`config.mk`:
```
export PLATFORM = sky130hd
export DESIGN_NAME = route_sequencer_fsm
export DESIGN_NICKNAME = d
export VERILOG_FILES = /design/src/rtl/route_pkg.sv /design/src/rtl/sample_history.sv /design/src/rtl/route_sequencer_fsm.sv
export SDC_FILE = /design/constraint.sdc
export NUM_CORES = 1
export LEC_CHECK = 0
export CORE_UTILIZATION = 25
export DETAILED_ROUTE_END_ITERATION = 10
export GPL_TIMING_DRIVEN = 1
export PLACE_DENSITY_LB_ADDON = 0.3
export SKIP_CTS_REPAIR_TIMING = 1
export SYNTH_ARGS = -nofsm -noshare
export SYNTH_HDL_FRONTEND = slang
export SYNTH_SLANG_ARGS = --single-unit
```
`constraint.sdc`:
```
create_clock -name clk -period 2.8 [get_ports clk]
set_input_delay 0.28 -clock clk [delete_from_list [all_inputs] [get_ports clk]]
set_output_delay 0.28 -clock clk [all_outputs]
set_load 0.005 [all_outputs]
```
`src/rtl/route_pkg.sv`:
```
// Shared types for the waiter-robot drive sequencer.
// State codes 0..8 are decoded directly by motor control.
package route_pkg;

    typedef enum logic [3:0] {
        IDLE_BASE   = 4'd0,
        FORWARDS    = 4'd1,
        TURN        = 4'd2,
        TO_TABLE    = 4'd3,
        IDLE_TABLE  = 4'd4,
        BACKWARDS   = 4'd5,
        TURN_BACK   = 4'd6,
        RETURN_HOME = 4'd7,
        TO_FACE     = 4'd8,
        PAUSE       = 4'd9,
        FAULT       = 4'd10
    } state_t;

    localparam int TIMER_W = 32;

endpackage

```
`src/rtl/sample_history.sv`:
```
// Change-triggered shift register: a sample is stored only when it differs
// from the newest entry. entries[0] is the newest sample.
module sample_history #(
    parameter int               WIDTH     = 8,
    parameter int               DEPTH     = 2,
    parameter logic [WIDTH-1:0] RESET_VAL = '0
) (
    input  logic                        clk,
    input  logic                        reset_n,
    input  logic [WIDTH-1:0]            sample,
    output logic [DEPTH-1:0][WIDTH-1:0] entries
);

    always_ff @(posedge clk) begin
        if (!reset_n) begin
            entries <= {DEPTH{RESET_VAL}};
        end else if (sample != entries[0]) begin
            entries[0] <= sample;
            for (int i = 1; i < DEPTH; i++) begin
                entries[i] <= entries[i-1];
            end
        end
    end

endmodule

```
`src/rtl/route_sequencer_fsm.sv`:
```
// Drive sequencer: base -> table -> base with marker-counted table selection,
// obstacle pause/resume and per-leg watchdogs that latch a sticky fault.
module route_sequencer_fsm
    import route_pkg::*;
#(
    parameter int unsigned F_CLK         = 50_000_000,
    parameter int          MIC_DEPTH     = 4,
    parameter int          DIST_DEPTH    = 2,
    parameter logic [7:0]  TOO_CLOSE     = 8'd30,
    parameter int          NUM_TABLES    = 4,
    parameter int unsigned TURN_CYCLES   = 150_000_000,
    parameter int unsigned FACE_CYCLES   = 75_000_000,
    parameter int unsigned MIN_DRIVE     = 50_000_000,
    parameter int unsigned PAUSE_TIMEOUT = 250_000_000,
    parameter int unsigned LEG_TIMEOUT   = 1_000_000_000
) (
    input  logic                              clk,
    input  logic                              reset_n,
    input  logic [9:0]                        frequency_input,
    input  logic [4:0]                        threshold_frequency,
    input  logic [7:0]                        distance,
    input  logic [16:0]                       red_pixels,
    input  logic [16:0]                       green_pixels,
    input  logic [16:0]                       blue_pixels,
    input  logic [16:0]                       threshold_pixels,
    input  logic [$clog2(NUM_TABLES+1)-1:0]   table_sel,
    output logic [3:0]                        direction,
    output logic                              fault,
    output logic [$clog2(NUM_TABLES+1)-1:0]   marker_count
);

    localparam int SEL_W = $clog2(NUM_TABLES + 1);
    localparam logic [TIMER_W-1:0] TURN_T  = TIMER_W'(TURN_CYCLES);
    localparam logic [TIMER_W-1:0] FACE_T  = TIMER_W'(FACE_CYCLES);
    localparam logic [TIMER_W-1:0] DRIVE_T = TIMER_W'(MIN_DRIVE);
    localparam logic [TIMER_W-1:0] PAUSE_T = TIMER_W'(PAUSE_TIMEOUT);
    localparam logic [TIMER_W-1:0] LEG_T   = TIMER_W'(LEG_TIMEOUT);

    if (F_CLK == 0 || NUM_TABLES < 1 || MIC_DEPTH < 1 || DIST_DEPTH < 1) begin : g_bad_params
        $error("route_sequencer_fsm: invalid parameter set");
    end

    function automatic logic [TIMER_W-1:0] timer_inc(input logic [TIMER_W-1:0] t);
        return (&t) ? t : t + 1'b1;
    endfunction

    function automatic logic [SEL_W-1:0] count_inc(input logic [SEL_W-1:0] c);
        return (c >= SEL_W'(NUM_TABLES)) ? c : c + 1'b1;
    endfunction

    state_t                             state, state_next, ret, ret_next;
    logic [TIMER_W-1:0]                 timer;
    logic [SEL_W-1:0]                   tbl, tbl_next, cnt_next, cnt_inc;
    logic [MIC_DEPTH-1:0][9:0]          mic_hist;
    logic [DIST_DEPTH-1:0][7:0]         dist_hist;
    logic                               threshold_reached, too_close, sel_valid;
    logic                               red_f, green_f, blue_f, blue_f_d1, blue_rise;

    sample_history #(.WIDTH(10), .DEPTH(MIC_DEPTH), .RESET_VAL(10'h000)) u_mic_hist (
        .clk     (clk),
        .reset_n (reset_n),
        .sample  (frequency_input),
        .entries (mic_hist)
    );

    sample_history #(.WIDTH(8), .DEPTH(DIST_DEPTH), .RESET_VAL(8'hFF)) u_dist_hist (
        .clk     (clk),
        .reset_n (reset_n),
        .sample  (distance),
        .entries (dist_hist)
    );

    always_comb begin
        threshold_reached = 1'b1;
        for (int i = 0; i < MIC_DEPTH; i++) begin
            if (mic_hist[i] < {5'd0, threshold_frequency}) threshold_reached = 1'b0;
        end
        too_close = 1'b1;
        for (int i = 0; i < DIST_DEPTH; i++) begin
            if (dist_hist[i] > TOO_CLOSE) too_close = 1'b0;
        end
    end

    assign red_f     = red_pixels   > threshold_pixels;
    assign green_f   = green_pixels > threshold_pixels;
    assign blue_f    = blue_pixels  > threshold_pixels;
    assign blue_rise = blue_f & ~blue_f_d1;
    assign sel_valid = (table_sel != '0) && (table_sel <= SEL_W'(NUM_TABLES));
    assign cnt_inc   = count_inc(marker_count);

    always_comb begin
        state_next = state;
        ret_next   = ret;
        tbl_next   = tbl;
        cnt_next   = marker_count;
        case (state)
            IDLE_BASE: if (threshold_reached && sel_valid) begin
                state_next = FORWARDS;
                tbl_next   = table_sel;
                cnt_next   = '0;
            end
            FORWARDS: begin
                if (timer == LEG_T) state_next = FAULT;
                else if (too_close) begin
                    state_next = PAUSE;
                    ret_next   = FORWARDS;
                end else if (blue_rise) begin
                    cnt_next = cnt_inc;
                    if (cnt_inc == tbl) state_next = TURN;
                end
            end
            TURN:        if (green_f || timer == TURN_T) state_next = TO_TABLE;
            TO_TABLE: begin
                if (timer == LEG_T) state_next = FAULT;
                else if (red_f || (too_close && timer >= DRIVE_T)) state_next = TO_FACE;
            end
            TO_FACE:     if (timer == FACE_T) state_next = IDLE_TABLE;
            IDLE_TABLE:  if (threshold_reached) state_next = BACKWARDS;
            BACKWARDS: begin
                if (timer == LEG_T) state_next = FAULT;
                else if (too_close) begin
                    state_next = PAUSE;
                    ret_next   = BACKWARDS;
                end else if (green_f) state_next = TURN_BACK;
            end
            TURN_BACK:   if (blue_f || timer == TURN_T) state_next = RETURN_HOME;
            RETURN_HOME: begin
                if (timer == LEG_T) state_next = FAULT;
                else if (too_close || red_f) state_next = IDLE_BASE;
            end
            PAUSE: begin
                if (timer == PAUSE_T) state_next = FAULT;
                else if (!too_close) state_next = ret;
            end
            FAULT:       state_next = FAULT;
            default:     state_next = FAULT;
        endcase
    end

    // State register; the timer restarts whenever the state changes
    always_ff @(posedge clk) begin
        if (!reset_n) begin
            state        <= IDLE_BASE;
            ret          <= FORWARDS;
            tbl          <= '0;
            marker_count <= '0;
            timer        <= '0;
            fault        <= 1'b0;
            blue_f_d1    <= 1'b0;
        end else begin
            state        <= state_next;
            ret          <= ret_next;
            tbl          <= tbl_next;
            marker_count <= cnt_next;
            timer        <= (state_next != state) ? '0 : timer_inc(timer);
            fault        <= (state_next == FAULT);
            blue_f_d1    <= blue_f;
        end
    end

    assign direction = state;

endmodule

```
**Yosys cells after proc, flatten, opt, wreduce, memory -nomap -nowiden**

Index checks and enable logic that the tools add are counted.

- Flip-flop bits (word level): 104
- Output and inout bits: 8
- Input port bits: 96
- Logic and storage cells: 107

- Add/sub/neg operators: 2
- Order comparisons: 12
- Equal/unequal tests: 25
- Multiplexer cells: 36
- Reductions and logical operators: 16
- Bitwise logic cells: 3

Operator list:

| kind | number |
|---|---|
| $mux W4 | 22 |
| $eq A32 B28 Y1 const B | 2 |
| $gt A17 B17 Y1 | 3 |
| $lt A10 B5 Y1 | 4 |
| $pmux W4 S10 | 1 |
| $add A32 B1 Y32 const B | 1 |
| $eq A32 B27 Y1 const B | 1 |
| $eq A32 B30 Y1 const B | 1 |
| $ge A32 B26 Y1 const B | 1 |
| $reduce_and A32 Y1 | 1 |
| $eq A4 B3 Y1 const B | 4 |
| $gt A8 B5 Y1 const B | 2 |
| $mux W3 | 5 |
| $ne A2 B2 Y1 const B | 7 |
| $eq A4 B4 Y1 const B | 3 |
| $ne A10 B10 Y1 | 1 |
| $reduce_and A5 Y1 | 2 |
| $eq A4 B2 Y1 const B | 2 |
| $ne A8 B8 Y1 | 1 |
| $pmux W4 S2 | 1 |
| $mux W1 | 6 |
| $pmux W3 S2 | 1 |
| $eq A4 B1 Y1 const B | 1 |
| $logic_not A4 Y1 | 1 |
| other kinds (13) | 20 |

**Logic depth before layout (Yosys ltp)**

- Depth after elaboration: 10
- Gate-level depth with buffers: 11

**Cells and area by module**

From an unflattened synthesis, not the netlist that was laid out.

- Cells, all modules: 783
- Area total of the unflattened synthesis: 6,894.1 µm²

By module, submodules not included:

| module | sequential area each (µm²) | cells an instance | area each (µm²) | instances |
|---|---|---|---|---|
| route_sequencer_fsm | 900.9 | 580 | 4,752.1 | 1 |
| sample_history (u_mic_hist) | 800.8 | 142 | 1,491.4 | 1 |
| sample_history (u_dist_hist) | 320.3 | 61 | 650.6 | 1 |

**Worst setup path before layout**

Ideal clock, no wire load.

- Path type: register to register
- From: register timer[26]
- To: register timer[0]
- Setup slack: 0.209 ns
- Cell stages (with the launch flop): 11
- Setup time: 0.078 ns
- Arrival: 2.513 ns
- Path buffers: 2
- Path through: dfxtp_1 -> buf_2 -> or3b_1 -> or4_4 -> o311ai_2 -> a21oi_1 -> a2111oi_4 -> xnor2_1 -> nand4b_4 -> buf_6 -> nor3_1

- Longest elaborated chain between the ends: 8

RTL lines:

| what | line | source |
|---|---|---|
| from (decl) | route_sequencer_fsm.sv:52 | `logic [TIMER_W-1:0] timer;` |
| from (signal assigned) | route_sequencer_fsm.sv:155 | `timer <= (state_next != state) ? '0 : timer_inc(timer);` |
| $ge A32 B26 Y1 | route_sequencer_fsm.sv:115 | `else if (red_f \|\| (too_close && timer >= DRIVE_T)) state_next = TO_FACE;` |
| $logic_and A1 B1 Y1 | route_sequencer_fsm.sv:115 |  |
| $logic_or A1 B1 Y1 | route_sequencer_fsm.sv:115 |  |
| $mux W4 | route_sequencer_fsm.sv:115 |  |
| $mux W4 | route_sequencer_fsm.sv:114 | `if (timer == LEG_T) state_next = FAULT;` |
| $pmux W4 S10 | route_sequencer_fsm.sv:96 | `case (state)` |
| $ne A4 B4 Y1 | route_sequencer_fsm.sv:155 |  |
| $reduce_or A2 Y1 (no source line) | -- |  |

Several ways; a longest one is shown, not always the timed one.
A chain may end at the register's enable or synchronous reset.

**Worst setup path after layout**

- From: register timer[28]
- To: register timer[11]

Same word-level chain as after synthesis.

==> results.py <==
metrics = {
    "status": {
        "status": "finished with violations",
        "violations": "negative setup slack",
    },
    "layout": {
        "fin_util": 0.379,
        "layout.cells.non_filler": 1274,
        "nets": 1106,
        "syn2layout_area_growth_pct": 47.6,
        "drive_above_1_share": 0.237,
        "n_antenna_cell": 0,
    },
    "critical_path": {
        "crit_path_start_kind": "register",
        "slowest_stage": "or4_4",
        "crit_buf_inv": 1,
        "critical-path-max-stage-delay_ns": 0.57,
        "crit_chain": "or3_4 -> or4_4 -> o311ai_4 -> a21oi_2 -> a2111oi_4 -> xnor2_2 -> nand4b_4 -> clkbuf_16 -> nor3_4",
        "rrSetupSlack_ns": -0.13,
        "endpoint_kind": "register",
        "critPathTopFamily": "simple AND/OR/NAND/NOR gates",
        "worstPathArrival_ns": 3.22,
        "timing_worst_setup_path_type": "register to register",
        "cp_max_fo": 5,
        "crit_required_ns": 3.09,
    },
    "global_route": {
        "grt_usage": 0.134,
        "antenna_found_initial": 0,
        "grt_pass1_vias": 5739,
        "grt.overflow.total": 0,
        "grt_max_degree": 36,
        "grt_first_pass_wirelength_mm": 28.6,
    },
    "pwr": {
        "p_seq_frac": 0.412,
        "p_comb_frac": 0.221,
        "switching_power_mw": 1.03,
        "intPower_mw": 2.63,
        "p_leak_nw": 3.75,
        "clockPowerShare": 0.366,
        "cellPowerDensity_nw_per_um2": 380,
        "swShare": 0.282,
        "peakVddDrop_mv": 0.334,
    },
    "floorplan": {
        "start_util": 0.257,
        "io_pins": 104,
        "core_um2": 25400,
        "die_y_um": 164,
        "fp.dieW_um": 164,
        "fp-row-count": 58,
        "die-area_um2": 26800,
    },
    "timing": {
        "fin_crit_sh": 1.05,
        "fin_crit_ns": 2.93,
        "fmax_mhz": 341,
        "tns_ns": -2.55,
        "worst_pin_slew_ns": 0.539,
        "grt_setup_unrepaired": "yes",
        "setup_violations": 31,
        "maxSlewHeadroom": 0.640,
        "hold_violations": 0,
        "fin_ws_ns": -0.135,
        "fin_worst_skew_ns": 0.0103,
        "whs_ns": 0.467,
        "slew_viol_final": 0,
    },
    "routing": {
        "ant_nets": 0,
        "wl_per_cell_um": 14.9,
        "num_vias": 6181,
        "dr.pass1.iters": 7,
        "avgViaCountPerCell": 4.85,
        "drt_iter0_drc": 423,
        "drcViolationCount": 0,
        "wl_mm": 19.0,
    },
    "clock_tree": {
        "cts_root_buffer": "clkbuf_16",
        "cts_buffers": 9,
        "h-tree-depth": 3,
        "insertion_delay_ns": 0.36,
        "cts_sinks": 101,
        "clkTransAtPathRegs_ns": 0.08,
        "cts_tree": "built",
        "clockBufferDepth": 2,
    },
    "synthesis": {
        "synth.distinct_cells": 66,
        "syn_area_per_cell_um2": 8.57,
        "synth_ff_type": "dfxtp_1",
        "ys_seq_elements": 101,
        "yosysTopAreaCell": "dfxtp_1",
        "ys_warn_count": 0,
        "seq_area_frac_synth": 0.310,
        "syn-num-nets": 929,
        "async_reset_ff_frac": 0,
        "synth_top_area_share": 0.310,
        "synth.area.top_cells": "dfxtp_1 (31%), ha_1 (14%), mux2i_1 (5.4%)",
        "synth_edf_count": 0,
        "synth_cells": 762,
        "syn-cell-area_um2": 6530,
    },
    "flow_run": {
        "drv_cap": 0,
    },
    "place": {
        "place_congestion": 0.852,
        "place_inst": 1247,
        "port_buffers": 103,
        "dp.final_hpwl_mm": 13.8,
    },
    "min_path": {
        "holdCritPathClass": "register to register",
    },
}
## routing by layer
| layer | global-route usage | wire (um) |
|---|---|---|
| met5 | 0 | 0 |
| met4 | 0.0370 | 252 |
| met3 | 0.0307 | 1200 |
| met2 | 0.215 | 8890 |
| met1 | 0.178 | 8640 |
## worst paths after layout
check	from	end	cells after the start
hold reg to reg	u_dist_hist.entries[8]	u_dist_hist.entries[8]	2
setup / recovery	timer[28]	timer[11]	9
setup reg to reg	timer[28]	timer[11]	9
hold / removal	u_dist_hist.entries[8]	u_dist_hist.entries[8]	2
## flip-flops by register name (all words and copies together), names as in the netlist
signal               cells
u_dist_hist.entries     16
timer                   32
u_mic_hist.entries      40
blue_f_d1                1
ret                      1
tbl                      3
fault                    1
direction                4
marker_count             3
## logic make-up after synthesis
| group | synth area share |
|---|---|
| mux | 0.0537 |
| fa+ha+maj | 0.136 |
| simple gates | 0.282 |
| compound gates | 0.107 |
| xor+xnor | 0.0698 |
| flops | 0.310 |
| buf+inv | 0.0418 |
## per-stage QoR
stage	power (mW)	area, um2	setup slack, ns
CTS	3.56	8860	-0.165
global placement	2.20	8550	-0.543
global route	3.85	9640	-0.241
detailed placement	2.20	8550	-0.530
finish	3.66	9640	-0.135
floorplan	1.88	6530	0.209
## worst reg2reg max path: stages, from the launching register on
cell	delay (ns)
dfxtp_4	0.37
or3_4	0.38
or4_4	0.57
o311ai_4	0.26
a21oi_2	0.11
a2111oi_4	0.28
xnor2_2	0.22
nand4b_4	0.28
clkbuf_16	0.25
nor3_4	0.15
## Yosys cell counts, drive strengths merged (3+ instances only)
cell type  count
buf            8
a31o           3
ha            71
o21ai         17
clkbuf        22
a211o          3
xnor2         21
or4            7
and4           6
a31oi          8
a211oi         5
nand4         30
nor4b          4
nor2          74
nor3b          3
xor2          31
or3            5
a21oi         34
nor4          16
mux2i         35
and3          10
nor3          42
nor2b          5
inv           35
nand2b        11
o211ai         3
o21a           3
nand2         64
dfxtp        101
nand3         38
or2            3
and2          15
## cell type report
class / count / area (um2)
Timing Repair Buffer: 195 / 1910
Multi-Input combinational cell: 597 / 4840
Sequential cell: 101 / 2030
Clock inverter: 7 / 91.3
Tap cell: 330 / 413
Fill cell: 2561 / 15800
Clock buffer: 9 / 225
Inverter: 35 / 131
## placed cells by master, fill, tap and decap left out, drive strengths merged, types with 11 or more instances in the layout
master and n:
ha 71, inv 38, and2 15, a21oi 34, o21ai 17, buf 90, mux2i 35, clkdlybuf4s50 92
nand3 38, xnor2 21, nor2 74, xor2 31, dlymetal6s2s 11, clkbuf 11, nand2b 11, nand2 64
nand4 30, nor3 42, nor4 16, dfxtp 101
## power groups by stage
| stage | combinational [mW] | clock (mW) | sequential [mW] |
|---|---|---|---|
| 6_report | 0.811 | 1.34 | 1.51 |
| 5_1_grt | 0.893 | 1.44 | 1.52 |
| 4_1_cts | 0.663 | 1.38 | 1.51 |
| 3_5_place_dp | 0.658 | 0 | 1.55 |
| 3_3_place_gp | 0.650 | 0 | 1.55 |
| 2_1_floorplan | 0.340 | 0 | 1.54 |
No activity file was read; power rests on OpenSTA's default activity.
